`config.mk`:
```
export PLATFORM = sky130hd
export DESIGN_NAME = apb3_reg_slave
export DESIGN_NICKNAME = d
export VERILOG_FILES = /design/src/rtl/apb3_pkg.sv /design/src/rtl/apb3_wait_ctr.sv /design/src/rtl/apb3_reg_slave.sv
export SDC_FILE = /design/constraint.sdc
export NUM_CORES = 1
export LEC_CHECK = 0
export ABC_AREA = 1
export BUFFER_PORTS_ARGS = -buffer_cell sky130_fd_sc_hd__buf_4
export CORE_MARGIN = 5
export CORE_UTILIZATION = 41
export CTS_CLUSTER_SIZE = 16
export DETAILED_ROUTE_END_ITERATION = 8
export MAX_ROUTING_LAYER = met4
export PLACE_DENSITY_LB_ADDON = 0.25
export SETUP_SLACK_MARGIN = 0.1
export SYNTH_ARGS = -nofsm -noshare
export SYNTH_HDL_FRONTEND = slang
export SYNTH_HIERARCHICAL = 1
export SYNTH_SLANG_ARGS = --single-unit
```
`constraint.sdc`:
```
create_clock -name PCLK -period 2.1 [get_ports PCLK]
set_clock_uncertainty 0.2 [all_clocks]
set_input_delay 0.105 -clock PCLK [delete_from_list [all_inputs] [get_ports PCLK]]
set_output_delay 0.105 -clock PCLK [all_outputs]
set_load 0.005 [all_outputs]
```
`src/rtl/apb3_pkg.sv`:
```
// Shared types and widths for the APB3 register slave.
package apb3_pkg;

  localparam int unsigned ADDR_W = 8;
  localparam int unsigned DATA_W = 8;
  localparam int unsigned CNT_W  = 4;

  typedef enum logic [1:0] {
    IDLE   = 2'd0,
    SETUP  = 2'd1,
    ACCESS = 2'd2
  } apb_state_e;

  // Transfer request captured at the end of SETUP.
  typedef struct packed {
    logic              write;
    logic [ADDR_W-1:0] addr;
    logic [DATA_W-1:0] wdata;
  } apb_req_t;

endpackage

```
`src/rtl/apb3_wait_ctr.sv`:
```
// Wait-state down-counter: load, decrement, zero flag.
module apb3_wait_ctr
  import apb3_pkg::*;
(
  input  logic             i_clk,
  input  logic             i_rst,
  input  logic             i_load,
  input  logic             i_dec,
  input  logic [CNT_W-1:0] i_load_val,
  output logic [CNT_W-1:0] o_cnt,
  output logic             o_zero_c
);

  logic [CNT_W-1:0] r_cnt;

  // Load takes priority over decrement; decrement saturates at zero.
  always_ff @(posedge i_clk) begin
    if (i_rst) begin
      r_cnt <= '0;
    end else if (i_load) begin
      r_cnt <= i_load_val;
    end else if (i_dec && (r_cnt != '0)) begin
      r_cnt <= r_cnt - CNT_W'(1);
    end
  end

  assign o_cnt    = r_cnt;
  assign o_zero_c = (r_cnt == '0);

endmodule

```
`src/rtl/apb3_reg_slave.sv`:
```
// APB3 register slave: NUM_REGS-1 read/write byte registers plus a read-only
// transfer counter at the last index, WAIT_CYCLES wait states per transfer.
// Optional: define APB_SLVERR_EN to flag unmapped accesses and counter writes
// on PSLVERR; otherwise PSLVERR is tied low.
module apb3_reg_slave
  import apb3_pkg::*;
#(
  parameter int unsigned NUM_REGS    = 8,
  parameter int unsigned WAIT_CYCLES = 2
) (
  input  logic              PCLK,
  input  logic              RESET,
  input  logic              PSEL,
  input  logic              PENABLE,
  input  logic              PWRITE,
  input  logic [ADDR_W-1:0] PADDR,
  input  logic [DATA_W-1:0] PWDATA,
  output logic [DATA_W-1:0] PRDATA,
  output logic              PREADY,
  output logic              PSLVERR
);

  localparam int unsigned REG_N   = NUM_REGS - 1;
  localparam int unsigned CTR_IDX = NUM_REGS - 1;

  apb_state_e        r_state, w_state_nxt;
  apb_req_t          r_req, w_req;
  logic [DATA_W-1:0] r_regs [REG_N];
  logic [DATA_W-1:0] r_xfer_cnt;
  logic [DATA_W-1:0] r_prdata;
  logic              r_pready;
  logic              r_pslverr;

  logic [CNT_W-1:0]  w_wait_cnt;
  logic              w_wait_zero;
  logic              w_load;
  logic              w_dec;
  logic              w_pready_nxt;
  logic              w_is_ctr;
  logic              w_err;
  logic [DATA_W-1:0] w_rd_val;

  apb3_wait_ctr u_wait_ctr (
    .i_clk      (PCLK),
    .i_rst      (RESET),
    .i_load     (w_load),
    .i_dec      (w_dec),
    .i_load_val (CNT_W'(WAIT_CYCLES)),
    .o_cnt      (w_wait_cnt),
    .o_zero_c   (w_wait_zero)
  );

  // Live bus values while in SETUP (not yet latched), latched values after.
  always_comb begin
    w_req = r_req;
    if (r_state == SETUP) begin
      w_req.write = PWRITE;
      w_req.addr  = PADDR;
      w_req.wdata = PWDATA;
    end
  end

  // Read mux and error decode for the effective request.
  always_comb begin
    w_is_ctr = (32'(w_req.addr) == CTR_IDX);
    w_rd_val = '0;
    for (int i = 0; i < int'(REG_N); i++) begin
      if (w_req.addr == ADDR_W'(i)) w_rd_val = r_regs[i];
    end
    if (w_is_ctr) w_rd_val = r_xfer_cnt;
`ifdef APB_SLVERR_EN
    w_err = (32'(w_req.addr) >= NUM_REGS) | (w_req.write & w_is_ctr);
`else
    w_err = 1'b0;
`endif
  end

  // Next state, wait-counter control and the PREADY of the coming cycle.
  always_comb begin
    w_state_nxt  = r_state;
    w_load       = 1'b0;
    w_dec        = 1'b0;
    w_pready_nxt = 1'b0;
    case (r_state)
      IDLE: begin
        if (PSEL && !PENABLE) w_state_nxt = SETUP;
      end
      SETUP: begin
        w_state_nxt  = ACCESS;
        w_load       = 1'b1;
        w_pready_nxt = (WAIT_CYCLES == 0);
      end
      ACCESS: begin
        if (w_wait_zero) begin
          w_state_nxt = (PSEL && !PENABLE) ? SETUP : IDLE;
        end else if (!PSEL) begin
          w_state_nxt = IDLE;
        end else begin
          w_dec        = 1'b1;
          w_pready_nxt = (w_wait_cnt == CNT_W'(1));
        end
      end
      default: w_state_nxt = IDLE;
    endcase
  end

  // State register.
  always_ff @(posedge PCLK) begin
    if (RESET) r_state <= IDLE;
    else       r_state <= w_state_nxt;
  end

  // Capture the request at the end of SETUP; bus changes in ACCESS are ignored.
  always_ff @(posedge PCLK) begin
    if (RESET)                 r_req <= '0;
    else if (r_state == SETUP) r_req <= w_req;
  end

  // Registered response; read data and error appear only in the ready cycle.
  always_ff @(posedge PCLK) begin
    if (RESET) begin
      r_pready  <= 1'b0;
      r_prdata  <= '0;
      r_pslverr <= 1'b0;
    end else begin
      r_pready  <= w_pready_nxt;
      r_prdata  <= (w_pready_nxt && !w_req.write) ? w_rd_val : '0;
      r_pslverr <= w_pready_nxt & w_err;
    end
  end

  // Commit writes and count transfers at the end of the ready cycle.
  always_ff @(posedge PCLK) begin
    if (RESET) begin
      for (int i = 0; i < int'(REG_N); i++) r_regs[i] <= '0;
      r_xfer_cnt <= '0;
    end else if (r_pready) begin
      r_xfer_cnt <= r_xfer_cnt + DATA_W'(1);
      if (r_req.write) begin
        for (int i = 0; i < int'(REG_N); i++) begin
          if (r_req.addr == ADDR_W'(i)) r_regs[i] <= r_req.wdata;
        end
      end
    end
  end

  assign PRDATA  = r_prdata;
  assign PREADY  = r_pready;
  assign PSLVERR = r_pslverr;

endmodule

```
Yosys cells after proc, flatten, opt, wreduce, memory -nomap -nowiden
Memory sizes are Yosys's and may differ from the RTL's.
Index checks and enable logic that the tools add are counted.
{"block": "classes", "addsub": 2, "n_eq_ne": 18, "n_mux": 67, "n_bitwise": 8, "n_reduce_logical": 14}
{"operator": "8-bit two-way mux", "n": 15}
{"operator": "8-bit by 3-bit == test with 1-bit output (second input constant)", "n": 7}
{"operator": "1-bit two-way mux", "n": 45}
{"operator": "8-bit by 2-bit == test with 1-bit output (second input constant)", "n": 4}
{"operator": "17-bit two-way mux", "n": 1}
{"operator": "8-bit by 1-bit == test with 1-bit output (second input constant)", "n": 2}
{"operator": "8-bit logical NOT", "n": 2}
{"operator": "2-bit two-way mux", "n": 5}
{"operator": "8-bit by 1-bit adder with 8-bit output (second input constant)", "n": 1}
{"operator": "1-bit OR", "n": 7}
{"operator": "2-bit case mux with 3 select lines", "n": 1}
{"operator": "4-bit by 1-bit == test with 1-bit output (second input constant)", "n": 1}
{"operator": "4-bit logical NOT", "n": 1}
{"operator": "4-bit nonzero test", "n": 1}
{"operator": "2-bit OR reduction", "n": 2}
{"operator": "4-bit by 1-bit subtractor with 4-bit output (second input constant)", "n": 1}
{"operator": "1-bit logical AND", "n": 3}
{"operator": "3-bit by 2-bit != test with 1-bit output (second input constant)", "n": 1}
{"operator": "2-bit by 1-bit == test with 1-bit output (second input constant)", "n": 1}
{"operator": "2-bit == test (second input constant)", "n": 1}
{"operator": "1-bit logical NOT", "n": 2}
{"operator": "2-bit logical NOT", "n": 1}
{"operator": "2-bit != test (second input constant)", "n": 1}
{"operator": "2-bit AND reduction", "n": 1}
{"operator": "2 further kinds", "n": 2}
{"block": "totals", "register_bits": 40, "ramBits": 56, "input_bits": 21, "elab_cells": 119, "memories": 1}
{"name": "r_regs", "words": 7, "word_bits": 8, "rd": 7, "rd_clocked_by_memory_dff": 0, "write_ports": 7, "line": "apb3_reg_slave.sv:28", "rtl": "logic [DATA_W-1:0] r_regs [REG_N];"}

Depth between registers and ports, before layout
{"block": "logic_depth", "word_depth": 11, "ltp_mapped": 14, "ltp_nobuf": 12}

Modules after synthesis
Netlist, hierarchy kept.
{"mod": "apb3_reg_slave", "n_inst": 1, "cells_each": 454, "area_per_inst_um2": 4126.5, "seq_area_each_um2": 2402.3}
{"mod": "apb3_wait_ctr", "n_inst": 1, "cells_each": 41, "area_per_inst_um2": 274.0, "seq_area_each_um2": 80.1}

Least setup slack after synthesis
Ideal clock, no wire load.
{"block": "synth_path", "path_type": "register to register", "startpoint": "register u_wait_ctr.r_cnt[0] (netlist: u_wait_ctr/o_cnt[0])", "endpoint": "register r_prdata[3] (netlist: PRDATA[3])", "arrival_time_ps": 1760, "required_ps": 1844, "path_slack_ps": 85, "stages_incl_launch_ff": 14, "path_buffers": 1, "path_cell_list": "dfxtp_1 inv_1 ha_1 nand3_2 inv_1 nor3_1 inv_1 nor2_1 and2_1 buf_2 o21ai_1 inv_1 nand2_1 inv_1"}
{"block": "synth_between", "word_cells_on_any_way": 8, "classes_between": "eq/ne: 1; mux: 3; bitwise: 1; reduce/logical: 3"}
{"item": "start: declaration", "line": "apb3_wait_ctr.sv:14", "rtl": "logic [CNT_W-1:0] r_cnt;"}
{"item": "start signal: assignment", "line": "apb3_wait_ctr.sv:21", "rtl": "r_cnt <= i_load_val;"}
{"item": "start signal: assignment", "line": "apb3_wait_ctr.sv:23", "rtl": "r_cnt <= r_cnt - CNT_W'(1);"}
{"item": "4-bit logical NOT", "line": "apb3_wait_ctr.sv:28", "rtl": "assign o_zero_c = (r_cnt == '0);"}
{"item": "named net w_wait_zero", "line": "apb3_reg_slave.sv:35", "rtl": "logic w_wait_zero;"}
{"item": "1-bit two-way mux", "line": "apb3_reg_slave.sv:94", "rtl": "if (w_wait_zero) begin"}
{"item": "1-bit two-way mux", "line": "apb3_reg_slave.sv:84", "rtl": "case (r_state)"}
{"item": "1-bit logical AND", "line": "apb3_reg_slave.sv:127", "rtl": "r_prdata <= (w_pready_nxt && !w_req.write) ? w_rd_val : '0;"}
{"item": "1-bit NOT (no line)"}
{"item": "2-bit OR reduction (no line)"}
{"item": "end signal: assignment", "line": "apb3_reg_slave.sv:127"}
{"item": "end: declaration", "line": "apb3_reg_slave.sv:30", "rtl": "logic [DATA_W-1:0] r_prdata;"}
The timed path passes the listed nets, and every way through them passes these cells.
A chain may end at the register's enable or synchronous reset.

Worst setup path after layout
{"block": "layout_path", "startpoint": "register r_state[0]", "endpoint": "register r_prdata[7] (netlist: PRDATA[7])"}
{"block": "layout_between", "elab_chain_cells": 11, "word_cells_on_any_way": 24, "classes_between": "eq/ne: 9; mux: 10; bitwise: 1; reduce/logical: 4"}
{"item": "start: declaration", "line": "apb3_reg_slave.sv:26", "rtl": "apb_state_e r_state, w_state_nxt;"}
{"item": "start signal: assignment", "line": "apb3_reg_slave.sv:110", "rtl": "else r_state <= w_state_nxt;"}
{"item": "2-bit by 1-bit == test with 1-bit output", "line": "apb3_reg_slave.sv:56", "rtl": "if (r_state == SETUP) begin"}
{"item": "17-bit two-way mux", "line": "apb3_reg_slave.sv:56"}
{"item": "8-bit logical NOT", "line": "apb3_reg_slave.sv:68", "rtl": "if (w_req.addr == ADDR_W'(i)) w_rd_val = r_regs[i];"}
{"item": "8-bit two-way mux (7 in a row)", "line": "apb3_reg_slave.sv:68"}
{"item": "8-bit two-way mux", "line": "apb3_reg_slave.sv:70", "rtl": "if (w_is_ctr) w_rd_val = r_xfer_cnt;"}
Several ways; a longest one is shown, not always the timed one.

==> results_dict.tcl <==
set metrics [dict create \
    status "finished, violations left" \
    violations "negative hold slack" \
    drive_above_1_share 0.225 \
    final_common_cell "nor2_1" \
    area_growth_pct 26.8 \
    synthCells 495 \
    slowest_delay_ps 400 \
    cts.sinks 96 \
    root_buffer "clkbuf_8" \
    fmax_mhz 518 \
    endpoint_kind "register" \
    grt_antenna_before_repair 0 \
    rsz0062_at_grt "true" \
    yosysUniqueCellTypes 41 \
    mostFrequentLayoutCells "nor2_1 (106), nand2_1 (66), buf_4 (63)" \
    worst_hold_path.endpoint "r_req[10]" \
    tritoncts "yes" \
    grtUsageTotal 0.174 \
    async_reset_ff_frac 0 \
    io_buffers 29 \
    grt_first_pass_wirelength_mm 17.1 \
    crit_arrival_ps 2050 \
    cts_max_path_buffers 2 \
    cp_top_family "simple AND/OR/NAND/NOR gates" \
    first_pass_iters 7 \
    finalWorstSetupSlack_ps 168 \
    diodes 0 \
    mappedNetlistArea_mm2 0.00440 \
    rows 37 \
    drv_slew 0 \
    cap_viol_max_count 0 \
    critPathSlowestCell "dfxtp_4" \
    r2r-end "PRDATA[7]" \
    setup_violations 0 \
    holdWs_ps -4.95 \
    reg2reg_from "r_state[0]" \
    routed_wl_mm 10.6 \
    crit_required_ps 2220 \
    grt-ovfl-total 0 \
    stdcell_count 726 \
    rrSetupSlack_ps 170 \
    fin_tns_setup_ps 0 \
    ios 31 \
    synthFlopType "edfxtp_1" \
    start_util 0.422 \
    clk-insertion-delay-late_ps 370 \
    p_leak_nw 2.42 \
    worst_setup_path_start_kind "register" \
    remaining_drc_errors 0 \
    power_density_mw_per_mm2 713 \
    hp-class "input pin to register" \
    die_x_um 114 \
    ys_seq_area_frac 0.564 \
    fp.dieH_um 114 \
    grt_pass1_vias 3531 \
    path_buf_inv 3 \
    cts_buffers 9 \
    seqCellArea_mm2 0.00249 \
    yosysWarnings 6 \
    drt_iter0_markers 241 \
    hold_viol_final 1 \
    crit_type "register to register" \
    place_ws_ps -19.6 \
    nets 609 \
    dpl.hpwl_mm 7.53 \
    reg2reg_depth 10 \
    ant_nets 0 \
    cp_cell_sequence "buf_6 > nand3b_1 > nand2_2 > nand3_4 > nor3_4 > buf_4 > o211ai_1 > nand4_1 > nand2_1 > inv_1" \
    core_area_mm2 0.0104 \
    place_inst 678 \
    layout_min_cycle_time_ps 1930 \
    grt_max_degree 25 \
    wl_per_cell_um 14.7 \
    globalplace.congestion 0.870 \
    syn_area_per_cell_um2 8.89 \
    multi_input_area_mm2 0.00169 \
    ir_worst_vdd_mv 0.354 \
    crit_fanout 7 \
    synth_seq_cells 96 \
    hold_path_depth 4 \
    synth_enable_flop_cells 56 \
    num_vias 3617 \
    dieArea_mm2 0.0129 \
    nFillCells 959 \
    vias_per_cell 4.98 \
    period_share 0.920 \
    cts_max_level 3 \
    path_clk_slew_ps 90 \
    worstHoldStart "PADDR[2]" \
]
where the power goes:
group	internal [mW]	total [mW]	switching, mW
combinational	0.201	0.483	0.281
sequential	2.05	2.07	0.0296
clock	0.770	1.42	0.651
synth_stat cells (3+ instances only):
cell / count / area share
nand4_1: 13 / 0.018
inv_1: 58 / 0.049
nor2_1: 108 / 0.092
buf_2: 3 / 0.0034
nor3_1: 7 / 0.0080
nand3b_1: 5 / 0.0085
o211ai_1: 8 / 0.014
o21ai_1: 8 / 0.0091
a21oi_1: 9 / 0.010
nand2_1: 74 / 0.063
edfxtp_1: 56 / 0.38
nand2_2: 8 / 0.011
o21ai_0: 12 / 0.014
clkbuf_1: 5 / 0.0043
nand2_4: 5 / 0.013
dfxtp_1: 40 / 0.18
inv_2: 4 / 0.0034
nand3_1: 42 / 0.048
metrics by stage:
step           power [mW]   util  instance area (µm²)
3_5_place_dp         2.54  0.475                 4950
2_1_floorplan        2.38      -                 4420
3_3_place_gp         2.53  0.475                 4950
5_1_grt              4.13  0.536                 5580
4_1_cts              3.96  0.523                 5440
6_report             3.98  0.536                 5580
tightest hold or removal path, delay by kind of cell:
family / cells / cell delay (ps)
AND/OR/NAND/NOR: 3 / 320
buffers and inverters: 1 / 80
cells by family (layout without fill, tap and decap cells):
kind of cell / Yosys count / count (layout) / synth area share
other: 2 / 5 / 0.00171
adder cells (fa/ha/maj): 2 / 2 / 0.00569
AND/OR/NAND/NOR: 279 / 280 / 0.305
multiplexers: 1 / 1 / 0.00227
flip-flops: 96 / 96 / 0.564
AO/OA/AOI/OAI: 39 / 39 / 0.0500
buffers and inverters: 75 / 166 / 0.0694
XOR/XNOR: 1 / 1 / 0.00199
sequential cells by signal (all words and copies together), names as in the netlist:
| name | cells |
|---|---|
| PREADY | 1 |
| PRDATA | 8 |
| r_req | 17 |
| u_wait_ctr/o_cnt | 4 |
| r_xfer_cnt | 8 |
| r_regs | 56 |
| r_state | 2 |
metal layers:
metal  routed length [µm]  global-route usage  vias to the layer above
met5                    0                   -                        -
met4                  176              0.0537                        0
met3                  472              0.0302                       13
met2                 5310               0.294                       84
met1                 4690               0.213                     1723
li1                     -                   -                     1797
worst max path at each step:
stage / cells after the start / endpoint / slack [ps] / from
2_1_floorplan: 3 / r_regs[0][0] / 150 / r_req[12]
3_3_place_gp: 12 / PRDATA[0] / 20 / u_wait_ctr/o_cnt[0]
3_5_place_dp: 12 / PRDATA[5] / -20 / u_wait_ctr/o_cnt[0]
4_1_cts: 12 / PRDATA[5] / 100 / u_wait_ctr/o_cnt[0]
5_1_grt: 13 / PRDATA[6] / 40 / r_state[1]
6_report: 10 / PRDATA[7] / 170 / r_state[0]
repair_timing:
| item | in CTS | in global routing |
|---|---|---|
| hold buffers | 21 | 0 |
| hold endpoints to repair | 26 | 0 |
| gates cloned | 0 | 1 |
| pin swaps | 0 | 11 |
| gates resized for setup | 4 | 22 |
| buffers inserted | 2 | 10 |
| setup endpoints to repair | 8 | 10 |
layout make-up:
type | instances | share of cell area
Inverter | 63 | 0.0430
Clock inverter | 3 | 0.00852
Timing Repair Buffer | 88 | 0.134
Tap cell | 136 | 0.0305
Clock buffer | 12 | 0.0357
Multi-Input combinational cell | 328 | 0.302
Sequential cell | 96 | 0.446
No activity file was read; power rests on OpenSTA's default activity.
